## src/rtl/vga_scanout_if.sv

```systemverilog
// Frame buffer read port plus VGA pin bundle for vga_scanout.
// master = scanout engine, slave = frame buffer / DAC side.
interface vga_scanout_if;
    logic [16:0] vga_pixel_addr;
    logic [3:0]  vga_pixel_data;
    logic [3:0]  vga_r;
    logic [3:0]  vga_g;
    logic [3:0]  vga_b;
    logic        vga_hsync;
    logic        vga_vsync;
    logic        vga_de;
    logic        frame_start;

    modport master (
        output vga_pixel_addr,
        input  vga_pixel_data,
        output vga_r, vga_g, vga_b,
        output vga_hsync, vga_vsync, vga_de, frame_start
    );

    modport slave (
        input  vga_pixel_addr,
        output vga_pixel_data,
        input  vga_r, vga_g, vga_b,
        input  vga_hsync, vga_vsync, vga_de, frame_start
    );
endinterface

```

## src/rtl/vga_scanout.sv

```systemverilog
// 640x480@60 VGA scanout: 2x-upscaled 320x240 4-bit frame buffer to 4:4:4 RGB pins.
// Define VGA_PALETTE_EN to map pixels through a fixed CGA RGBI palette instead of greyscale.
module vga_scanout #(
    parameter int H_ACTIVE = 640,
    parameter int H_FP     = 16,
    parameter int H_SYNC   = 96,
    parameter int H_BP     = 48,
    parameter int V_ACTIVE = 480,
    parameter int V_FP     = 10,
    parameter int V_SYNC   = 2,
    parameter int V_BP     = 33,
    parameter int CLK_DIV  = 2,
    parameter int FB_WIDTH = 320
) (
    input  logic          gpu_clk,
    input  logic          gpu_rst,
    vga_scanout_if.master vif
);
    localparam int H_TOTAL = H_ACTIVE + H_FP + H_SYNC + H_BP;
    localparam int V_TOTAL = V_ACTIVE + V_FP + V_SYNC + V_BP;
    localparam int HW      = $clog2(H_TOTAL);
    localparam int VW      = $clog2(V_TOTAL);
    localparam int DW      = (CLK_DIV > 1) ? $clog2(CLK_DIV) : 1;

    localparam logic [HW-1:0] H_LAST     = HW'(H_TOTAL - 1);
    localparam logic [VW-1:0] V_LAST     = VW'(V_TOTAL - 1);
    localparam logic [DW-1:0] DIV_LAST   = DW'(CLK_DIV - 1);
    localparam logic [HW-1:0] HS_START   = HW'(H_ACTIVE + H_FP);
    localparam logic [HW-1:0] HS_END     = HW'(H_ACTIVE + H_FP + H_SYNC);
    localparam logic [VW-1:0] VS_START   = VW'(V_ACTIVE + V_FP);
    localparam logic [VW-1:0] VS_END     = VW'(V_ACTIVE + V_FP + V_SYNC);

    typedef struct packed {
        logic de;
        logic hs;
        logic vs;
        logic fs;
    } sync_t;

    localparam sync_t SYNC_IDLE = '{de: 1'b0, hs: 1'b1, vs: 1'b1, fs: 1'b0};

    logic [DW-1:0] div;
    logic          pix_en;
    logic [HW-1:0] h;
    logic [VW-1:0] v;
    logic [16:0]   line_base;
    logic [16:0]   addr_next;
    logic [16:0]   pixel_addr;
    sync_t         sync_raw;
    sync_t         sync_d1;
    sync_t         sync_d2;
    logic [11:0]   colour;
    logic [11:0]   rgb;

    // NOTE: every output of an always_comb gets a default first, so no path can infer a latch.
    always_comb begin
        pix_en      = (div == DIV_LAST);
        sync_raw    = SYNC_IDLE;
        sync_raw.de = (h < HW'(H_ACTIVE)) && (v < VW'(V_ACTIVE));
        sync_raw.hs = !((h >= HS_START) && (h < HS_END));
        sync_raw.vs = !((v >= VS_START) && (v < VS_END));
        sync_raw.fs = pix_en && (h == '0) && (v == '0);
        // 2x horizontal upscale: each frame buffer column covers two screen pixels.
        addr_next   = sync_raw.de ? line_base + 17'(h >> 1) : line_base;
    end

    always_comb begin
        colour = 12'h000;
`ifdef VGA_PALETTE_EN
        case (vif.vga_pixel_data)
            4'd0:  colour = 12'h000;
            4'd1:  colour = 12'h00A;
            4'd2:  colour = 12'h0A0;
            4'd3:  colour = 12'h0AA;
            4'd4:  colour = 12'hA00;
            4'd5:  colour = 12'hA0A;
            4'd6:  colour = 12'hA50;
            4'd7:  colour = 12'hAAA;
            4'd8:  colour = 12'h555;
            4'd9:  colour = 12'h55F;
            4'd10: colour = 12'h5F5;
            4'd11: colour = 12'h5FF;
            4'd12: colour = 12'hF55;
            4'd13: colour = 12'hF5F;
            4'd14: colour = 12'hFF5;
            4'd15: colour = 12'hFFF;
            default: colour = 12'h000;
        endcase
`else
        colour = {3{vif.vga_pixel_data}};
`endif
    end

    // NOTE: sequential state uses <= so every register samples values from before the edge.
    always_ff @(posedge gpu_clk) begin
        if (gpu_rst) begin
            div        <= '0;
            h          <= '0;
            v          <= '0;
            line_base  <= '0;
            pixel_addr <= '0;
            sync_d1    <= SYNC_IDLE;
            sync_d2    <= SYNC_IDLE;
            rgb        <= '0;
        end else begin
            div <= pix_en ? '0 : div + DW'(1);
            if (pix_en) begin
                if (h == H_LAST) begin
                    h <= '0;
                    if (v == V_LAST) begin
                        v         <= '0;
                        line_base <= '0;
                    end else begin
                        v <= v + VW'(1);
                        // Advance after odd rows only (2x vertical), never past the last row.
                        if (v[0] && (v < VW'(V_ACTIVE - 1)))
                            line_base <= line_base + 17'(FB_WIDTH);
                    end
                end else begin
                    h <= h + HW'(1);
                end
            end
            // Read data for pixel_addr arrives during the next cycle, in step with sync_d1.
            pixel_addr <= addr_next;
            sync_d1    <= sync_raw;
            sync_d2    <= sync_d1;
            rgb        <= sync_d1.de ? colour : 12'h000;
        end
    end

    assign vif.vga_pixel_addr = pixel_addr;
    assign vif.vga_r          = rgb[11:8];
    assign vif.vga_g          = rgb[7:4];
    assign vif.vga_b          = rgb[3:0];
    assign vif.vga_hsync      = sync_d2.hs;
    assign vif.vga_vsync      = sync_d2.vs;
    assign vif.vga_de         = sync_d2.de;
    assign vif.frame_start    = sync_d2.fs;
endmodule

```

## src/flat_wrapper.sv

```systemverilog
// flat-port wrapper written by rule: the top's interface ports become plain ports
module vga_scanout_flat 
#(
    parameter int H_ACTIVE = 640,
    parameter int H_FP     = 16,
    parameter int H_SYNC   = 96,
    parameter int H_BP     = 48,
    parameter int V_ACTIVE = 480,
    parameter int V_FP     = 10,
    parameter int V_SYNC   = 2,
    parameter int V_BP     = 33,
    parameter int CLK_DIV  = 2,
    parameter int FB_WIDTH = 320
)
  (gpu_clk, gpu_rst, vif_vga_pixel_addr, vif_vga_pixel_data, vif_vga_r, vif_vga_g, vif_vga_b, vif_vga_hsync, vif_vga_vsync, vif_vga_de, vif_frame_start);
  vga_scanout_if vif_i ();
  input  logic gpu_clk;
  input  logic gpu_rst;
  output wire logic [$bits(vif_i.vga_pixel_addr)-1:0] vif_vga_pixel_addr;
  input wire logic [$bits(vif_i.vga_pixel_data)-1:0] vif_vga_pixel_data;
  output wire logic [$bits(vif_i.vga_r)-1:0] vif_vga_r;
  output wire logic [$bits(vif_i.vga_g)-1:0] vif_vga_g;
  output wire logic [$bits(vif_i.vga_b)-1:0] vif_vga_b;
  output wire logic [$bits(vif_i.vga_hsync)-1:0] vif_vga_hsync;
  output wire logic [$bits(vif_i.vga_vsync)-1:0] vif_vga_vsync;
  output wire logic [$bits(vif_i.vga_de)-1:0] vif_vga_de;
  output wire logic [$bits(vif_i.frame_start)-1:0] vif_frame_start;
  assign vif_vga_pixel_addr = vif_i.vga_pixel_addr;
  assign vif_i.vga_pixel_data = vif_vga_pixel_data;
  assign vif_vga_r = vif_i.vga_r;
  assign vif_vga_g = vif_i.vga_g;
  assign vif_vga_b = vif_i.vga_b;
  assign vif_vga_hsync = vif_i.vga_hsync;
  assign vif_vga_vsync = vif_i.vga_vsync;
  assign vif_vga_de = vif_i.vga_de;
  assign vif_frame_start = vif_i.frame_start;
  vga_scanout #(.H_ACTIVE(H_ACTIVE), .H_FP(H_FP), .H_SYNC(H_SYNC), .H_BP(H_BP), .V_ACTIVE(V_ACTIVE), .V_FP(V_FP), .V_SYNC(V_SYNC), .V_BP(V_BP), .CLK_DIV(CLK_DIV), .FB_WIDTH(FB_WIDTH)) u_core (.gpu_clk(gpu_clk), .gpu_rst(gpu_rst), .vif(vif_i));
endmodule
```

## config.mk

```make
export PLATFORM = sky130hd
export DESIGN_NAME = vga_scanout_flat
export DESIGN_NICKNAME = d
export VERILOG_FILES = /design/src/rtl/vga_scanout_if.sv /design/src/rtl/vga_scanout.sv /design/src/flat_wrapper.sv
export SDC_FILE = /design/constraint.sdc
export NUM_CORES = 1
export LEC_CHECK = 0
export ABC_AREA = 1
export CORE_AREA = 3 3 94 69
export CTS_CLUSTER_SIZE = 24
export DETAILED_ROUTE_END_ITERATION = 8
export DIE_AREA = 0 0 97 72
export PLACE_DENSITY = 0.75
export SYNTH_ARGS = -nofsm -noshare
export SYNTH_HDL_FRONTEND = slang
export SYNTH_SLANG_ARGS = --single-unit
```

## constraint.sdc

```tcl
create_clock -name gpu_clk -period 1.7 [get_ports gpu_clk]
set_clock_uncertainty 0.1 [all_clocks]
set_input_delay 0.51 -clock gpu_clk [delete_from_list [all_inputs] [get_ports gpu_clk]]
set_output_delay 0.51 -clock gpu_clk [all_outputs]
set_load 0.01 [all_outputs]
```

==> results.md <==
* Detailed placement HPWL at 4900 um
* Internal power of the cells at 2.49 mW
* Placer congestion estimate at 0.939
* Flip-flop and latch count after synthesis at 61
* Max Root-Sink Buffers at 2
* Master cell of the clock root buffer: sky130_fd_sc_hd__clkbuf_8
* Crit Reg-Reg Endpoint: u_core.vif.vga_pixel_addr[14]
* Sink count of the clock tree at 61
* Placed Instance Area at 3540 um2
* Number of cells traversed by the worst register-to-register path at 7
* Number of diodes at 0
* Via count of the routed design at 2,774
* Sequential element share of the synthesized area at 41.6%
* Worst-case headroom to the max-slew limit at 70.0%
* Share of synthesized cell area in and, or, nand and nor gates at 33.3%
* Peak clock frequency supported by timing at 0.606 GHz
* CP Class: flip-flop to flip-flop
* Post-layout nets at 471
* Final routed wirelength across all metal layers at 6890 um
* Site row count at 23
* DRC violations left at 0
* Dominant combinational cell family by area after synthesis: simple AND/OR/NAND/NOR gates
* Maximum number of pins on one net before global-route repair at 20
* Power Density at 806 nW/um2
* Worst hold path stage count at 1
* Post-route setup TNS at 0 ns
* Switching share of power at 21.0%
* Number of cells produced by synthesis at 388
* Clock-pin slew of the registers on the worst-case setup and hold paths at 0.07 ns
* GRT Total Usage at 20.6%
* Final count of pins violating max slew at 0
* Time the worst path needs with I/O delays and setup at 1.65 ns
* Die Span Y at 72 um
* Insertion delay to the later sink of the worst-skew pair at 0.35 ns
* Reg2reg start: u_core.v[8]
* Final setup viols at 0
* Post-synthesis share of cell area spent on xor and xnor gates at 2.39%
* Number of distinct library cells after synthesis at 38
* Setup crit end kind: flip-flop
* Endpoint with the worst hold slack: u_core.vif.vga_hsync
* Type of the worst min-delay path: flip-flop to flip-flop
* Reg power frac at 46.2%
* Slew at the pin closest to its max-slew limit at 0.447 ns
* Final Instance Count excl. Fillers at 537
* Initial antenna violation count at 0
* Worst reg2reg setup slack at 0.05 ns
* Mux cell area share after synthesis at 0%
* # hold bufs at CTS at 0
* Outcome: finished clean
* Largest fanout on the critical path at 8
* Share of layout cells above drive strength 1 at 22.7%
* Worst EP required at 1.87 ns
* Post-route fraction of the period consumed by the critical path at 97.0%
* Worst setup timing slack at the placement stage at -0.123 ns
* Post-synthesis share of cell area spent on full adders, half adders and majority gates at 3.41%
* Number of global-route vias before repair at 2,549
* Post-Synthesis Net Count at 402
* Count of pins on the block boundary at 39
* Critical path startpoint category: flip-flop
* Compound-Gate Fraction of Synth Area at 8.66%
* Hold path startpoint: u_core.sync_d1[2]
* Setup ws final at 0.0509 ns
* Clk pwr share at 48.9%
* Inserted Clock Buffers at 9
* Highest ir drop seen on vdd at 680 uV
* Data arrival time of the critical path at 1.82 ns
* First-pass iteration count of the detailed router at 6
* Iteration-0 DRC count of the detailed router at 285
* Sw Pwr at 661 uW
* Area of the core at 5670 um2
* Overall die area at 6980 um2
* RSZ-0062 raised after global routing: yes
* Detail Route Antenna Nets at 0
* CTS H-tree depth at 3
* Cell area after synthesis at 2930 um2
* Effective utilization at floorplan at 51.8%
* Placed insts at 515
* Part of the total power dissipated in combinational logic at 4.8%
* Remaining global-route overflow at 0
* Count of warnings emitted by yosys at 0
* Syn avg cell area at 7.56 um2
* Fillers at 442
* Post-route cell area at 3910 um2
* Total leakage power at 1.81 nW
* IO Port Bufs at 38
* Hold violation total from the final report at 0
* TritonCTS clock tree: built
* Wire per inst at 12.8 um
* # Max-Cap Violations at 0
* Area overhead of the layout relative to synthesis at 33.3%
* Global-route wire length before repair at 11,600 um
* Vias per std cell at 5.17
* Overall die width at 97 um
-- timing repair --
item	CTS	global route
endpoints found under the hold margin	0	0
setup buffers	1	5
resized for setup	36	30
gates cloned	0	0
pin swaps	1	8
endpoints found under the setup margin	36	30
-- final cells by class --
| class | count | area [um2] | share of cell area, % |
|---|---|---|---|
| repair buffers | 72 | 607 | 15.5 |
| clock buffers | 10 | 128 | 3.26 |
| well taps | 75 | 93.8 | 2.40 |
| clock inverters | 6 | 111 | 2.85 |
| flip-flops and latches | 61 | 1240 | 31.6 |
| multi-input cells | 254 | 1510 | 38.7 |
| inverters | 59 | 221 | 5.66 |
-- worst max-delay path by stage --
| stage | depth (start not counted) | from | to | slack [ns] |
|---|---|---|---|---|
| 2_1_floorplan | 10 | u_core.h[0] | u_core.line_base[9] | 0.11 |
| 3_3_place_gp | 7 | gpu_rst | u_core.line_base[11] | -0.07 |
| 3_5_place_dp | 6 | gpu_rst | u_core.v[4] | -0.12 |
| 4_1_cts | 9 | u_core.h[9] | u_core.vif.vga_pixel_addr[16] | 0.009 |
| 5_1_grt | 9 | u_core.v[8] | u_core.vif.vga_pixel_addr[16] | -0.05 |
| 6_report | 7 | u_core.v[8] | u_core.vif.vga_pixel_addr[14] | 0.05 |
-- per-layer routing --
layer	GRT usage, %	up-vias	share of wire (%)
li1	-	1386	-
met1	27.2	1258	46
met2	31.0	121	44
met3	7.88	9	8.6
met4	7.63	0	1.2
met5	0	-	0
-- through the flow --
step | hold slack (ns) | util [%] | power [mW]
after floorplan | 0.288 | - | 1.57
after global placement | 0.300 | 62.4 | 1.65
after detailed placement | 0.305 | 62.4 | 1.65
after CTS | 0.323 | 66.3 | 3.18
after global routing | 0.339 | 69.0 | 3.27
final | 0.325 | 69.0 | 3.15
-- kinds of logic after synthesis --
kind of cell | count (synthesis)
xor+xnor | 8
flops | 61
simple gates | 194
compound gates | 44
fa+ha+maj | 8
buf+inv | 73
-- layout by cell type, fill, tap and decap left out, types with 3 or more instances in the layout --
master / n
sky130_fd_sc_hd__o21ai_0: 10
sky130_fd_sc_hd__nand2_1: 61
sky130_fd_sc_hd__dlygate4sd2_1: 33
sky130_fd_sc_hd__inv_2: 4
sky130_fd_sc_hd__nand4_1: 12
sky130_fd_sc_hd__buf_4: 33
sky130_fd_sc_hd__clkbuf_8: 9
sky130_fd_sc_hd__nand3_1: 22
sky130_fd_sc_hd__dfxtp_2: 10
sky130_fd_sc_hd__nand3_2: 3
sky130_fd_sc_hd__nand3_4: 3
sky130_fd_sc_hd__nor2_2: 6
sky130_fd_sc_hd__a21oi_1: 22
sky130_fd_sc_hd__ha_4: 4
sky130_fd_sc_hd__xor2_1: 6
sky130_fd_sc_hd__inv_1: 55
sky130_fd_sc_hd__a22oi_1: 3
sky130_fd_sc_hd__nand2_2: 7
sky130_fd_sc_hd__nor2_1: 51
sky130_fd_sc_hd__dfxtp_1: 50
sky130_fd_sc_hd__clkdlybuf4s50_1: 5
sky130_fd_sc_hd__nor3_1: 12
sky130_fd_sc_hd__bufinv_16: 3
-- state kept, by name (all words and copies together) (netlist names) --
signal,flops
u_core.vif.vga_pixel_addr,17
u_core.line_base,11
u_core.h,10
u_core.v,10
u_core.rgb,4
u_core.sync_d1,4
u_core.div,1
u_core.vif.frame_start,1
u_core.vif.vga_de,1
u_core.vif.vga_hsync,1
u_core.vif.vga_vsync,1
-- critical path: stages, from the launching register on --
cell and delay [ns]:
sky130_fd_sc_hd__dfxtp_1 0.36, sky130_fd_sc_hd__nand2_1 0.12, sky130_fd_sc_hd__nor2_2 0.08, sky130_fd_sc_hd__nor2_1 0.16, sky130_fd_sc_hd__nand2_2 0.15, sky130_fd_sc_hd__nor2_4 0.28, sky130_fd_sc_hd__nand3_1 0.16, sky130_fd_sc_hd__a21oi_1 0.17
-- cell usage after synthesis (all sizes together) --
cell     number  area share [%]
xnor2         2            0.60
nor4          1            0.21
o21ai        13             2.3
xor2          6             1.8
or2           2            0.43
buf          11             2.7
o211ai        1            0.26
inv          59             7.5
nand2        71              11
nand4        14             3.4
nor3         15             3.1
a21oi        22             3.8
nor2         60             9.0
o2111ai       1            0.30
nor3b         1            0.26
nand3        28             5.6
o21bai        3             1.0
clkbuf        3            0.38
a22oi         3            0.77
dfxtp        61              42
a31oi         1            0.21
nand3b        2            0.51
ha            8             3.4
-- power groups by stage --
stage / clock network [mW] / registers, mW / logic [mW]
2_1_floorplan: 0 / 1.49 / 0.0840
3_3_place_gp: 0 / 1.49 / 0.159
3_5_place_dp: 0 / 1.49 / 0.161
4_1_cts: 1.57 / 1.45 / 0.151
5_1_grt: 1.64 / 1.46 / 0.171
6_report: 1.54 / 1.46 / 0.153
Note: power is estimated with default switching activity, not from simulation.
==> RTL edit 1, RTL diff (same settings) <==
`CLK_DIV` is set to 2 in 2 places; all go to 4.
--- a/src/rtl/vga_scanout.sv
+++ b/src/rtl/vga_scanout.sv
@@ -9,7 +9,7 @@
     parameter int V_FP     = 10,
     parameter int V_SYNC   = 2,
     parameter int V_BP     = 33,
-    parameter int CLK_DIV  = 2,
+    parameter int CLK_DIV  = 4,
     parameter int FB_WIDTH = 320
 ) (
     input  logic          gpu_clk,
--- a/src/flat_wrapper.sv
+++ b/src/flat_wrapper.sv
@@ -9,7 +9,7 @@
     parameter int V_FP     = 10,
     parameter int V_SYNC   = 2,
     parameter int V_BP     = 33,
-    parameter int CLK_DIV  = 2,
+    parameter int CLK_DIV  = 4,
     parameter int FB_WIDTH = 320
 )
   (gpu_clk, gpu_rst, vif_vga_pixel_addr, vif_vga_pixel_data, vif_vga_r, vif_vga_g, vif_vga_b, vif_vga_hsync, vif_vga_vsync, vif_vga_de, vif_frame_start);
Behaviour: not the same (Yosys sat finds a counterexample within 4 cycles, from zero or initial values and one cycle with gpu_rst high).
==> RTL edit 1 against the unedited design <==
- setup slack worse by 0.023 ns
- routed wire length is 12% higher
- sequential cell count is 1 higher
- via count is 4.2% higher
- synthesized area is 1.4% higher
- power is 0.98% higher
- maximum frequency is 1.4% lower
- cell area is 5.1% higher
- combinational power is 5% lower
- count of clock-buffer cells in the layout is 1 lower
- critical endpoint is now u_core.v[8]
==> RTL edit 1: results (changes against the unedited design) <==
metric,value,unit,change
via count,2891,,was 2774
Nets,496,,was 471
final non-filler cell total,560,,was 537
synth unique cells,37,,was 38
ranking of synthesized cells by area,"dfxtp_1 42%, nand2_1 9.8%, nor2_1 7.1%",,"was dfxtp_1 42%, nand2_1 8.3%, inv_1 7.2%"
largest net degree at the start of global routing,12,,was 20
"Cell Area, Placed",3630,um2,was 3540 um2
Multi-In Gates,266,,was 254
post-synthesis adder-cell area fraction,0.0379,,was 0.0341
Signal buf overhead,0.178,,was 0.155
Synthesized Nets,419,,was 402
first-pass GRT wire length,11900,um,was 11600 um
Max rail drop VDD,0.551,mV,was 0.680 mV
slew margin rel.,0.784,,was 0.700
Pleak,1.80,nW,was 1.81 nW
clock-cell share of area,0.0572,,was 0.0611
met3 Usage GRT,0.0519,,was 0.0788
Post-synth top cells,"78 x nand2_1, 62 x dfxtp_1, 56 x nor2_1, 52 x inv_1, 27 x a21oi_1",,"was 65 x nand2_1, 61 x dfxtp_1, 56 x inv_1, 52 x nor2_1, 23 x nand3_1"
Flop pwr share,0.463,,was 0.462
vias in the first global route,2568,,was 2549
"EDFF count, synth",0,,unchanged
sequential share of cell area,0.307,,was 0.316
dpl hpwl,5310,um,was 4900 um
wire length on met3,474,um,was 591 um
switching share of total power,0.215,,was 0.210
final core utilization,0.725,,was 0.690
Non-clock buffers,86,,was 72
Placement Setup Slack,-0.208,ns,was -0.123 ns
Crit Path Max Fanout,6,,was 8
Worst path slowest cell,dfxtp_4,,was dfxtp_1
met1 Track Usage GR,0.287,,was 0.272
layout cells sized above 1,0.268,,was 0.227
GPL Wtd Cong,0.918,,was 0.939
status,completed,,unchanged
"Arr. time, crit path",1.80,ns,was 1.82 ns
DR iter-0 viols,185,,was 285
Synth Area in XOR/XNOR,0.0177,,was 0.0239
GR Util All Layers,0.212,,was 0.206
fillers,447,,was 442
"Power, Total",0.00318,W,was 0.00315 W
met2 Resource Use GR,0.323,,was 0.310
Cells after DPL,541,,was 515
Min Hold Slack,0.309,ns,was 0.325 ns
r2r worst-path depth,8,,was 7
clock share of power,0.491,,was 0.489
R2R setup slack,0.03,ns,was 0.05 ns
compound-gate portion of the synthesized area,0.0917,,was 0.0866
Post-Synthesis Cells,404,,was 388
DRT met1 WL,3580,um,was 3170 um
worst r2r src,u_core.h[8],,was u_core.v[8]
register area share after synthesis,0.417,,was 0.416
1st-pass router iterations,5,,was 6
RTL edit 1: cell count changes after synthesis, sizes merged, moves of 4 or more:
cell,change
nand2,+11
buf,+8
a21oi,+7
nor3,-7
inv,-4
nor3b,+4
RTL edit 1: worst max path at each step:
stage | from | to | slack, ns | depth (start not counted)
global route | u_core.div[0] | u_core.h[8] | -0.04 | 9
CTS | u_core.line_base[7] | u_core.vif.vga_pixel_addr[14] | -0.04 | 9
finish | u_core.h[8] | u_core.v[8] | 0.03 | 8
detailed placement | gpu_rst | u_core.v[8] | -0.21 | 7
floorplan | u_core.line_base[7] | u_core.vif.vga_pixel_addr[16] | 0.08 | 9
global placement | gpu_rst | u_core.v[8] | -0.17 | 7
RTL edit 1: kinds of logic (layout without fill, tap and decap cells):
kind of cell    Yosys count  count (layout)
buf+inv                  76             157
compound gates           50              50
simple gates            201             201
xor+xnor                  6               6
flops                    62              62
fa+ha+maj                 9               9
==> RTL edit 2, RTL diff (config.mk and constraints unchanged) <==
Made on the original files. Make the reset (`gpu_rst`) asynchronous in one clocked block.
--- a/src/rtl/vga_scanout.sv
+++ b/src/rtl/vga_scanout.sv
@@ -92,7 +92,7 @@
     end
 
     // NOTE: sequential state uses <= so every register samples values from before the edge.
-    always_ff @(posedge gpu_clk) begin
+    always_ff @(posedge gpu_clk or posedge gpu_rst) begin
         if (gpu_rst) begin
             div        <= '0;
             h          <= '0;
Behaviour: differs if gpu_rst is asserted again (counterexample within 4 cycles, from zero or initial values and one cycle with gpu_rst high); with gpu_rst held inactive, the same outputs for 10 cycles.
==> RTL edit 2 against the unedited design <==
- the run now ends with negative setup slack left
- largest cell class unchanged
- maximum frequency is 9.5% lower
- die area unchanged
- synthesized area up 14%
- routed wire length up 35%
- setup slack got worse by 0.17 ns
- non-clock buffer count grew 28
- sequential share of layout area is 1.6 points higher
- cell area is 18% higher
- sequential cell count is the same
Power is not compared: it rests on default switching activity, and its combinational part moved more than twofold at a synthesized area within 25%.
==> RTL edit 2: results (changes against the unedited design) <==
metric,value,unit,change
status,finished with violations,,was completed
failing checks,negative setup slack,,
final WL,9270,um,was 6890 um
GR Util All Layers,0.257,,was 0.206
I/O Buffers,38,,unchanged
r2r worst-path depth,8,,was 7
commonest register cell after synthesis,dfrtp_1,,was dfxtp_1
Setup-failing EPs final,8,,was 0
clk sinks,61,,unchanged
Vias/cell,5.44,,was 5.17
ranking of synthesized cells by area,"dfrtp_1 43%, nand2_1 13%, inv_1 6.0%",,"was dfxtp_1 42%, nand2_1 8.3%, inv_1 7.2%"
clk slew on worst S/H paths,0.07,ns,about the same
layout cells sized above 1,0.312,,was 0.227
Crit Path Max Fanout,4,,was 8
Max rail drop VDD,0.401,mV,
final non-filler cell total,600,,was 537
Post-synth top cells,"116 x nand2_1, 57 x dfrtp_1, 53 x inv_1, 35 x nand3_1, 35 x nor2_1",,"was 65 x nand2_1, 61 x dfxtp_1, 56 x inv_1, 52 x nor2_1, 23 x nand3_1"
vias in the first global route,3019,,was 2549
Setup WS post-layout,-0.123,ns,was 0.0509 ns
dpl hpwl,5900,um,was 4900 um
ys async rst share,1.00,,was 0
"Cell Area, Placed",4090,um2,was 3540 um2
largest net degree at the start of global routing,62,,was 20
hold path depth,0,,was 1
Cells after DPL,569,,was 515
slew margin rel.,0.754,,was 0.700
fillers,369,,was 442
Pleak,2.33,nW,
H-tree depth,3,,unchanged
DR iter-0 viols,246,,was 285
TNS Setup,-0.519,ns,was 0 ns
synth unique cells,32,,was 38
"Arr. time, crit path",1.97,ns,was 1.82 ns
worst hold path class,reg2reg,,unchanged
Synthesized Nets,435,,was 402
register area share after synthesis,0.458,,was 0.416
worst skew pair latency,0.36,ns,
Nets,534,,was 471
Yosys warnings,0,,unchanged
Mean Syn Cell Area,7.94,um2,was 7.56 um2
GPL Wtd Cong,0.965,,was 0.939
first-pass GRT wire length,14200,um,was 11600 um
RTL edit 2: through the flow:
step / hold slack (ns) / setup slack, ns / power [W]
after floorplan: 0.231 / 0.0589 / 0.00153
after global placement: 0.233 / -0.302 / 0.00157
after detailed placement: 0.246 / -0.390 / 0.00158
after CTS: 0.259 / 0.00129 / 0.00274
after global routing: 0.265 / -0.126 / 0.00280
final: 0.255 / -0.123 / 0.00271
RTL edit 2: worst paths after layout:
path | slack (ns) | startpoint | end
max | -0.12 | u_core.h[1] | u_core.line_base[6]
min | 0.25 | u_core.sync_d1[0] | u_core.vif.frame_start
max reg2reg | -0.12 | u_core.h[1] | u_core.line_base[6]
min reg2reg | 0.25 | u_core.sync_d1[0] | u_core.vif.frame_start
max in group asynchronous | 0.68 | gpu_rst | u_core.sync_d1[1]
min in group asynchronous | 0.49 | gpu_rst | u_core.vif.vga_pixel_addr[7]
RTL edit 2: power by group:
group	leakage, nW	switching [W]	internal [W]
clock network	0.0921	0.000579	0.000601
logic	1.44	0.0000448	0.0000305
registers	0.789	0.00000243	0.00146
RTL edit 2: what timing repair did:
item | 4_1_cts | 5_1_grt
endpoints found under the setup margin | 52 | 31
buffers inserted | 4 | 13
resized for setup | 49 | 64
gates cloned | 0 | 0
pin swaps | 2 | 26
RTL edit 2: per-layer routing:
| metal | wire [um] | vias up | global-route usage |
|---|---|---|---|
| li1 | - | 1538 | - |
| met4 | 182 | 0 | 0.0888 |
| met5 | 0 | - | 0 |
| met2 | 4210 | 189 | 0.390 |
| met3 | 870 | 24 | 0.0903 |
| met1 | 4010 | 1515 | 0.349 |
RTL edit 2: cell type report:
class                      instances  area (um2)  area share
inverter                          58         225      0.0488
timing repair buffer             100         846       0.183
multi-input combinational        290        1740       0.377
clock inverter                     4        22.5     0.00488
clock buffer                      12         155      0.0336
sequential                        61        1540       0.332
tap                               75        93.8      0.0203
RTL edit 2: cells by family (layout without fill, tap and decap cells):
group                    Yosys count  count (layout)  share of synthesized area
flip-flops                        61              61                      0.458
AO/OA/AOI/OAI                     34              34                     0.0535
buffers and inverters             70             174                     0.0947
XOR/XNOR                          11              11                     0.0288
AND/OR/NAND/NOR                  237             237                      0.335
adder cells (fa/ha/maj)            8               8                     0.0300
RTL edit 2: critical path: stages, from the launching register on:
cell and delay, ns:
dfrtp_1 0.42, ha_4 0.20, nand4_1 0.25, nor2_4 0.23, nand3_2 0.18, nand2_2 0.18
nand2_1 0.06, nand2_1 0.06, inv_1 0.03
